$ cat config.mk
export PLATFORM = sky130hd
export DESIGN_NAME = upd_sched_flat
export DESIGN_NICKNAME = d
export VERILOG_FILES = /design/src/rtl/bn_pkg.sv /design/src/rtl/upd_sched_if.sv /design/src/rtl/upd_alu.sv /design/src/rtl/upd_sched.sv /design/src/flat_wrapper.sv
export SDC_FILE = /design/constraint.sdc
export NUM_CORES = 2
export LEC_CHECK = 0
export CAP_MARGIN = 20
export CORE_MARGIN = 2
export CORE_UTILIZATION = 40
export CTS_CLUSTER_DIAMETER = 50
export CTS_CLUSTER_SIZE = 30
export DETAILED_ROUTE_END_ITERATION = 10
export DONT_BUFFER_PORTS = 1
export PLACE_DENSITY = 0.61
export SLEW_MARGIN = 20
export SYNTH_ARGS = -nofsm -noshare
export SYNTH_HDL_FRONTEND = slang
export SYNTH_HIERARCHICAL = 1
export SYNTH_SLANG_ARGS = --single-unit
$ cat constraint.sdc
create_clock -name clk -period 8.3 [get_ports clk]
set_clock_uncertainty 0.2 [all_clocks]
set_input_delay 1.245 -clock clk [delete_from_list [all_inputs] [get_ports clk]]
set_output_delay 1.245 -clock clk [all_outputs]
set_load 0.005 [all_outputs]
$ cat src/rtl/bn_pkg.sv
// Shared sizing and types for the batch-norm global statistics scheduler.
package bn_pkg;

  localparam int DATA_WIDTH = 16;
  localparam int MINI_BATCH = 64;
  localparam int ADDR_WIDTH = $clog2(MINI_BATCH);
  localparam int NUM_CH     = 16;
  localparam int CH_WIDTH   = $clog2(NUM_CH);
  localparam int NUM_REQ    = 4;
  localparam int REQ_WIDTH  = (NUM_REQ > 1) ? $clog2(NUM_REQ) : 1;

  typedef enum logic [1:0] {
    RUN   = 2'd0,
    DRAIN = 2'd1,
    CLEAR = 2'd2
  } state_e;

  typedef struct packed {
    logic signed [DATA_WIDTH-1:0] avg;
    logic signed [DATA_WIDTH-1:0] variance;
    logic                         seeded;
  } entry_t;

endpackage

$ cat src/rtl/upd_sched_if.sv
// Requester, done, clear and table-read signals of upd_sched.
interface upd_sched_if;
  import bn_pkg::*;

  logic [NUM_REQ-1:0]            req_valid;
  logic [NUM_REQ-1:0]            req_ready;
  logic [NUM_REQ*CH_WIDTH-1:0]   req_ch;
  logic [NUM_REQ*DATA_WIDTH-1:0] req_avg;
  logic [NUM_REQ*DATA_WIDTH-1:0] req_var;
  logic                          clr;
  logic                          busy;
  logic                          done_valid;
  logic [REQ_WIDTH-1:0]          done_req;
  logic [CH_WIDTH-1:0]           done_ch;
  logic signed [DATA_WIDTH-1:0]  done_avg;
  logic signed [DATA_WIDTH-1:0]  done_var;
  logic [CH_WIDTH-1:0]           rd_ch;
  logic signed [DATA_WIDTH-1:0]  rd_avg;
  logic signed [DATA_WIDTH-1:0]  rd_var;

  modport master (
    output req_valid, req_ch, req_avg, req_var, clr, rd_ch,
    input  req_ready, busy, done_valid, done_req, done_ch, done_avg, done_var,
           rd_avg, rd_var
  );

  modport slave (
    input  req_valid, req_ch, req_avg, req_var, clr, rd_ch,
    output req_ready, busy, done_valid, done_req, done_ch, done_avg, done_var,
           rd_avg, rd_var
  );

endinterface

$ cat src/rtl/upd_alu.sv
// Running-average update of one statistic field; an unseeded entry takes the sample as is.
module upd_alu
  import bn_pkg::*;
(
  input  logic                         seeded,
  input  logic signed [DATA_WIDTH-1:0] g_old,
  input  logic signed [DATA_WIDTH-1:0] s,
  output logic signed [DATA_WIDTH-1:0] g_new
);

  localparam int PW = DATA_WIDTH + ADDR_WIDTH;

  logic signed [PW-1:0]         g_ext_s;
  logic signed [PW-1:0]         prod_s;
  logic signed [DATA_WIDTH-1:0] prod_sh_s;
  logic signed [DATA_WIDTH-1:0] s_sh_s;

  // Each term is floored on its own before the wrapping sum.
  always_comb begin
    g_ext_s   = {{ADDR_WIDTH{g_old[DATA_WIDTH-1]}}, g_old};
    prod_s    = g_ext_s * $signed(PW'(MINI_BATCH - 1));
    prod_sh_s = DATA_WIDTH'(prod_s >>> ADDR_WIDTH);
    s_sh_s    = s >>> ADDR_WIDTH;
    if (seeded) begin
      g_new = prod_sh_s + s_sh_s;
    end else begin
      g_new = s;
    end
  end

endmodule

$ cat src/rtl/upd_sched.sv
// Round-robin scheduler that read-modify-writes the per-channel global avg/var table.
module upd_sched
  import bn_pkg::*;
(
  input  logic       clk,
  input  logic       rst,
  upd_sched_if.slave bus
);

  state_e                       state_q, state_d;
  logic [REQ_WIDTH-1:0]         ptr_q, ptr_d;
  logic                         ex_valid_q, ex_valid_d;
  logic [REQ_WIDTH-1:0]         ex_req_q, ex_req_d;
  logic [CH_WIDTH-1:0]          ex_ch_q, ex_ch_d;
  logic signed [DATA_WIDTH-1:0] ex_avg_q, ex_avg_d, ex_var_q, ex_var_d;
  entry_t                       table_q [NUM_CH];
  entry_t                       table_d [NUM_CH];
  logic                         done_valid_q, done_valid_d;
  logic [REQ_WIDTH-1:0]         done_req_q, done_req_d;
  logic [CH_WIDTH-1:0]          done_ch_q, done_ch_d;
  logic signed [DATA_WIDTH-1:0] done_avg_q, done_avg_d, done_var_q, done_var_d;
  logic signed [DATA_WIDTH-1:0] rd_avg_q, rd_avg_d, rd_var_q, rd_var_d;

  logic [REQ_WIDTH-1:0]         grant_s, idx_s;
  logic                         found_s, hit_s, accept_s;
  logic [NUM_REQ-1:0]           req_ready_s;
  entry_t                       old_s;
  logic signed [DATA_WIDTH-1:0] new_avg_s, new_var_s;

  // First valid requester at or after ptr_q wins; clr or a non-RUN state blocks accepts.
  always_comb begin
    grant_s = ptr_q;
    found_s = 1'b0;
    idx_s   = '0;
    hit_s   = 1'b0;
    for (int k = 0; k < NUM_REQ; k++) begin
      idx_s   = REQ_WIDTH'((int'(ptr_q) + k) % NUM_REQ);
      hit_s   = !found_s && bus.req_valid[idx_s];
      grant_s = hit_s ? idx_s : grant_s;
      found_s = found_s || hit_s;
    end
    accept_s             = found_s && (state_q == RUN) && !bus.clr;
    req_ready_s          = '0;
    req_ready_s[grant_s] = accept_s;
  end

  assign old_s = table_q[ex_ch_q];

  upd_alu u_alu_avg (.seeded(old_s.seeded), .g_old(old_s.avg),      .s(ex_avg_q), .g_new(new_avg_s));
  upd_alu u_alu_var (.seeded(old_s.seeded), .g_old(old_s.variance), .s(ex_var_q), .g_new(new_var_s));

  // Pointer advance, EX capture, done capture and the registered read port.
  always_comb begin
    ptr_d        = ptr_q;
    ex_valid_d   = accept_s;
    ex_req_d     = ex_req_q;
    ex_ch_d      = ex_ch_q;
    ex_avg_d     = ex_avg_q;
    ex_var_d     = ex_var_q;
    done_valid_d = ex_valid_q;
    done_req_d   = done_req_q;
    done_ch_d    = done_ch_q;
    done_avg_d   = done_avg_q;
    done_var_d   = done_var_q;
    rd_avg_d     = table_q[bus.rd_ch].avg;
    rd_var_d     = table_q[bus.rd_ch].variance;
    if (accept_s) begin
      ptr_d    = REQ_WIDTH'((int'(grant_s) + 1) % NUM_REQ);
      ex_req_d = grant_s;
      ex_ch_d  = bus.req_ch[grant_s*CH_WIDTH +: CH_WIDTH];
      ex_avg_d = bus.req_avg[grant_s*DATA_WIDTH +: DATA_WIDTH];
      ex_var_d = bus.req_var[grant_s*DATA_WIDTH +: DATA_WIDTH];
    end else begin
      ptr_d = ptr_q;
    end
    if (ex_valid_q) begin
      done_req_d = ex_req_q;
      done_ch_d  = ex_ch_q;
      done_avg_d = new_avg_s;
      done_var_d = new_var_s;
    end else begin
      done_req_d = done_req_q;
    end
  end

  // Table write-back of the EX update, or a full wipe during CLEAR.
  always_comb begin
    table_d = table_q;
    if (state_q == CLEAR) begin
      for (int c = 0; c < NUM_CH; c++) begin
        table_d[c] = '0;
      end
    end else if (ex_valid_q) begin
      table_d[ex_ch_q] = '{avg: new_avg_s, variance: new_var_s, seeded: 1'b1};
    end else begin
      table_d = table_q;
    end
  end

  // Clear sequencing: let an in-flight update land before wiping the table.
  always_comb begin
    state_d = state_q;
    case (state_q)
      RUN: begin
        if (bus.clr) begin
          state_d = ex_valid_q ? DRAIN : CLEAR;
        end else begin
          state_d = RUN;
        end
      end
      DRAIN:   state_d = CLEAR;
      CLEAR:   state_d = RUN;
      default: state_d = RUN;
    endcase
  end

  // State registers with synchronous reset.
  always_ff @(posedge clk) begin
    if (rst) begin
      state_q      <= RUN;
      ptr_q        <= '0;
      ex_valid_q   <= 1'b0;
      ex_req_q     <= '0;
      ex_ch_q      <= '0;
      ex_avg_q     <= '0;
      ex_var_q     <= '0;
      done_valid_q <= 1'b0;
      done_req_q   <= '0;
      done_ch_q    <= '0;
      done_avg_q   <= '0;
      done_var_q   <= '0;
      rd_avg_q     <= '0;
      rd_var_q     <= '0;
      for (int c = 0; c < NUM_CH; c++) begin
        table_q[c] <= '0;
      end
    end else begin
      state_q      <= state_d;
      ptr_q        <= ptr_d;
      ex_valid_q   <= ex_valid_d;
      ex_req_q     <= ex_req_d;
      ex_ch_q      <= ex_ch_d;
      ex_avg_q     <= ex_avg_d;
      ex_var_q     <= ex_var_d;
      done_valid_q <= done_valid_d;
      done_req_q   <= done_req_d;
      done_ch_q    <= done_ch_d;
      done_avg_q   <= done_avg_d;
      done_var_q   <= done_var_d;
      rd_avg_q     <= rd_avg_d;
      rd_var_q     <= rd_var_d;
      table_q      <= table_d;
    end
  end

  assign bus.req_ready  = req_ready_s;
  assign bus.busy       = (state_q != RUN);
  assign bus.done_valid = done_valid_q;
  assign bus.done_req   = done_req_q;
  assign bus.done_ch    = done_ch_q;
  assign bus.done_avg   = done_avg_q;
  assign bus.done_var   = done_var_q;
  assign bus.rd_avg     = rd_avg_q;
  assign bus.rd_var     = rd_var_q;

endmodule
$ cat src/flat_wrapper.sv
// flat-port wrapper written by rule: the top's interface ports become plain ports
module upd_sched_flat import bn_pkg::*;
  (clk, rst, bus_req_valid, bus_req_ch, bus_req_avg, bus_req_var, bus_clr, bus_rd_ch, bus_req_ready, bus_busy, bus_done_valid, bus_done_req, bus_done_ch, bus_done_avg, bus_done_var, bus_rd_avg, bus_rd_var);
  upd_sched_if bus_i ();
  input  logic clk;
  input  logic rst;
  input wire logic [$bits(bus_i.req_valid)-1:0] bus_req_valid;
  input wire logic [$bits(bus_i.req_ch)-1:0] bus_req_ch;
  input wire logic [$bits(bus_i.req_avg)-1:0] bus_req_avg;
  input wire logic [$bits(bus_i.req_var)-1:0] bus_req_var;
  input wire logic [$bits(bus_i.clr)-1:0] bus_clr;
  input wire logic [$bits(bus_i.rd_ch)-1:0] bus_rd_ch;
  output wire logic [$bits(bus_i.req_ready)-1:0] bus_req_ready;
  output wire logic [$bits(bus_i.busy)-1:0] bus_busy;
  output wire logic [$bits(bus_i.done_valid)-1:0] bus_done_valid;
  output wire logic [$bits(bus_i.done_req)-1:0] bus_done_req;
  output wire logic [$bits(bus_i.done_ch)-1:0] bus_done_ch;
  output wire logic [$bits(bus_i.done_avg)-1:0] bus_done_avg;
  output wire logic [$bits(bus_i.done_var)-1:0] bus_done_var;
  output wire logic [$bits(bus_i.rd_avg)-1:0] bus_rd_avg;
  output wire logic [$bits(bus_i.rd_var)-1:0] bus_rd_var;
  assign bus_i.req_valid = bus_req_valid;
  assign bus_i.req_ch = bus_req_ch;
  assign bus_i.req_avg = bus_req_avg;
  assign bus_i.req_var = bus_req_var;
  assign bus_i.clr = bus_clr;
  assign bus_i.rd_ch = bus_rd_ch;
  assign bus_req_ready = bus_i.req_ready;
  assign bus_busy = bus_i.busy;
  assign bus_done_valid = bus_i.done_valid;
  assign bus_done_req = bus_i.done_req;
  assign bus_done_ch = bus_i.done_ch;
  assign bus_done_avg = bus_i.done_avg;
  assign bus_done_var = bus_i.done_var;
  assign bus_rd_avg = bus_i.rd_avg;
  assign bus_rd_var = bus_i.rd_var;
  upd_sched u_core (.clk(clk), .rst(rst), .bus(bus_i));
endmodule
==> reports/qor.log <==
[run_status] outcome completed
[placed_design] IO buf count 0
[logic_synthesis] mux contribution to synthesized area 0.228
[logic_synthesis] synthesized netlist net count 4469
[logic_synthesis] register bit count reported by yosys 642
[clock_network] worst skew pair latency 0.68 ns
[critical_path] delay of the slowest cell on the worst path 0.64 ns
[sta] highest attainable clock frequency 123 MHz
[global_route] All-Layer GR Usage 0.258
[layout] Multi-input gate area 0.0239 sq mm
[critical_path] Top Family by Delay on Critical Path adder cells
[drt] total vias in the final route 31.6k
[logic_synthesis] adder and majority gate portion of the synthesized area 0.0989
[sta] final setup violation count 0
[drt] number of iterations in the first detailed-routing pass 6
[sta] worst-margin pin slew 1.27 ns
[die] Die Ht 313 microns
[die] Die Outline Area 0.0981 sq mm
[logic_synthesis] Avg Cell Area, Syn 9.37 sq um
[sta] endpoints failing hold 0
[die] Std-Cell Rows 113
[layout] sequential cell area 0.0129 sq mm
[global_route] global-route wire length before repair 192000 microns
[global_route] via count of the first global-routing pass 29.6k
[sta] clock period minus final worst setup slack 8.16 ns
[clock_network] TritonCTS clock tree yes
[clock_network] worst-case clock buffer depth 3
[critical_path] arrival time worst endpoint 8.54 ns
[drt] average wire per standard cell 24.7 microns
[global_route] antenna violations before repair 0
[power] VDD IR-drop max 0.124 mV
[logic_synthesis] fraction of synthesis flops using an asynchronous set or reset pin 0
[clock_network] CTS H-Tree Depth 3
[logic_synthesis] synth warn 6
[run] max-cap violation count 0
[layout] total of fill cells in the finished design 8675
[logic_synthesis] Synth top area share 0.336
[clock_network] clock-pin slew reported for the worst setup and hold paths after clock tree synthesis 0.06 ns
[logic_synthesis] ranking of synthesized cells by area dfxtp_1 (34%), mux4_2 (19%), nand2_1 (10%)
[sta] worst relative slew slack 0.153
[critical_path] Crit-path slowest cell mux4_2
[clock_network] CTS buffer count 83
[global_route] pin count of the biggest net entering global routing 201
[logic_synthesis] combinational family with the most area after synthesis multiplexers
[drt] post-detailed-routing wire length 131000 microns
[clock_network] CTS hold repair buffers 0
[die] Initial Utilization 0.403
[die] Core Region 0.0949 sq mm
[critical_path] startpoint type of the worst setup path flip-flop
[drt] drt initial violations 3472
[logic_synthesis] unique cell type count in the Yosys netlist 66
[critical_path] most frequent cell on the critical path fa_1
[logic_synthesis] fraction of the mapped netlist area in simple logic gates 0.137
[logic_synthesis] Post-Syn Instances 4080
[sta] setup total negative slack 0 ns
[clock_network] clock sink count 642
[die] number of top-level design ports 231
[sta] RSZ-0062 raised after global routing true
[logic_synthesis] sequential-to-total area share from yosys stat 0.336
[layout] area growth from synthesis to layout 14.5%
[layout] net count of the finished layout 4385
[drt] DRC 0
[drt] drt via density 5.92
[placed_design] Placed Cells incl. Taps 5095
[critical_path] worst setup path class flip-flop to flip-flop
[die] chip width 313 microns
[drt] antenna viol nets, final 0
[clock_network] CTS root buffer clkbuf_16
[logic_synthesis] xor-xnor portion of the synthesized cell area 0.0172
[critical_path] Crit path required time 8.68 ns
[critical_path] type of element capturing the critical path flip-flop
[global_route] Congestion Overflow GR 0
[critical_path] maximum fanout along the worst path 5
[min_path] Tightest Hold Check Type flip-flop to flip-flop
[logic_synthesis] top cell type by total area after synthesis dfxtp_1
[logic_synthesis] synthesized area 0.0382 sq mm
[sta] number of max-slew violations in the final report 0
[logic_synthesis] most used flip-flop cell after synthesis dfxtp_1
[sta] Period Utilization, post-route 0.983
[logic_synthesis] Compound-Gate Fraction of Synth Area 0.128
[critical_path] Buf/Inv on CP 6
[placed_design] routability congestion estimate 0.878
[layout] fraction of final layout cells with drive strength greater than 1 0.215
[placed_design] HPWL after detailed placement 80300 microns
[logic_synthesis] EDFF count, synth 0
[layout] fin cells 5331
[logic_synthesis] most common cell in the netlist nand2_1
[power] power density over cell area 185 mW/mm^2
[power] standby leakage power 15.5 nW
[logic_synthesis] most used standard cells in the synthesized netlist nand2_1 (1068), a21oi_1 (670), dfxtp_1 (642)
[state kept, by name (all words and copies together), names as in the netlist, 2 cells and up]
signal	cells
u_core/state_q	2
u_core/table_q	528
u_core/bus.done_var	16
u_core/bus.done_req	2
u_core/bus.rd_avg	16
u_core/ex_var_q	16
u_core/ex_ch_q	4
u_core/bus.done_ch	4
u_core/ptr_q	2
u_core/bus.rd_var	16
u_core/bus.done_avg	16
u_core/ex_avg_q	16
u_core/ex_req_q	2
[layout make-up]
class / count / share of cell area
Multi-Input combinational cell: 2910 / 0.545
Sequential cell: 642 / 0.294
Clock buffer: 103 / 0.0524
Timing Repair Buffer: 188 / 0.0431
Tap cell: 1265 / 0.0362
Inverter: 171 / 0.0148
Clock inverter: 51 / 0.0144
Antenna cell: 1 / 0.0000572
[logic make-up after synthesis]
family,after synthesis
AND/OR/NAND/NOR,1317
AO/OA/AOI/OAI,828
flip-flops,642
buffers and inverters,530
multiplexers,457
adder cells (fa/ha/maj),234
XOR/XNOR,72
[worst register-to-register path: cells and delay by family, from the launching register on]
family / cells / cell delay [ns]
flops: 1 / 0.41
buf+inv: 6 / 0.81
xor+xnor: 3 / 0.67
mux: 2 / 1.14
simple gates: 8 / 1.06
fa+ha+maj: 6 / 2.60
compound gates: 7 / 1.19
[where the power goes]
part           total, mW  leakage [nW]  internal [mW]  switching, mW
sequential          3.20          5.18           3.12         0.0805
clock               3.77          1.42           2.14           1.62
combinational       1.12          8.94          0.453          0.667
[routing by layer]
| metal | part of all wire | up-vias | GRT usage | wire length [microns] |
|---|---|---|---|---|
| li1 | - | 14034 | - | - |
| met1 | 0.40 | 15612 | 0.351 | 52900 |
| met2 | 0.46 | 1660 | 0.406 | 59800 |
| met3 | 0.11 | 257 | 0.0605 | 14200 |
| met4 | 0.034 | 0 | 0.0857 | 4510 |
| met5 | 0 | - | 0 | 0 |
[cells in the final DEF (no fill, tap or decap), types with 9 or more instances in the layout]
cell type / n
nor3_2: 9
mux2_2: 59
a21oi_1: 655
nand2_1: 1058
mux2i_1: 73
o21bai_1: 9
xnor2_1: 50
xor2_1: 16
nor2b_1: 43
buf_4: 141
o32ai_2: 36
inv_1: 166
o21ai_1: 10
o21a_1: 9
o21ai_0: 16
nor3_1: 14
a21oi_2: 15
a21o_1: 18
ha_4: 13
ha_1: 107
clkinv_8: 13
clkbuf_16: 91
mux4_2: 325
dfxtp_1: 637
buf_6: 14
fa_1: 111
nand3_1: 10
nand2_2: 9
buf_12: 17
nor2_1: 119
clkbuf_8: 10
[worst paths after layout]
| path | start | end | slack [ns] | cells after the start |
|---|---|---|---|---|
| max reg2reg | u_core/ex_ch_q[0] | u_core/table_q[181] | 0.14 | 32 |
| max | u_core/ex_ch_q[0] | u_core/table_q[181] | 0.14 | 32 |
| min reg2reg | u_core/ex_req_q[1] | u_core/ex_req_q[1] | 0.26 | 2 |
| min | u_core/ex_req_q[1] | u_core/ex_req_q[1] | 0.26 | 2 |
[metrics by stage]
step	total power, mW	setup WS (ns)	area [sq um]	util	hold slack (ns)
floorplan	3.99	0.0549	38300	-	0.235
global placement	4.26	0.171	39600	0.417	0.242
detailed placement	4.27	0.0288	39600	0.417	0.247
CTS	8.03	-0.0296	42600	0.449	0.253
global route	8.33	-0.0705	43800	0.461	0.266
finish	8.08	0.139	43800	0.461	0.257
[what timing repair did]
action / in CTS / in global routing
setup buffers: 8 / 62
setup endpoints to repair: 15 / 209
gates cloned: 1 / 10
hold endpoints to repair: 0 / 0
pin swaps: 0 / 65
gates resized for setup: 1 / 108
(Power assumes the default switching activity.)
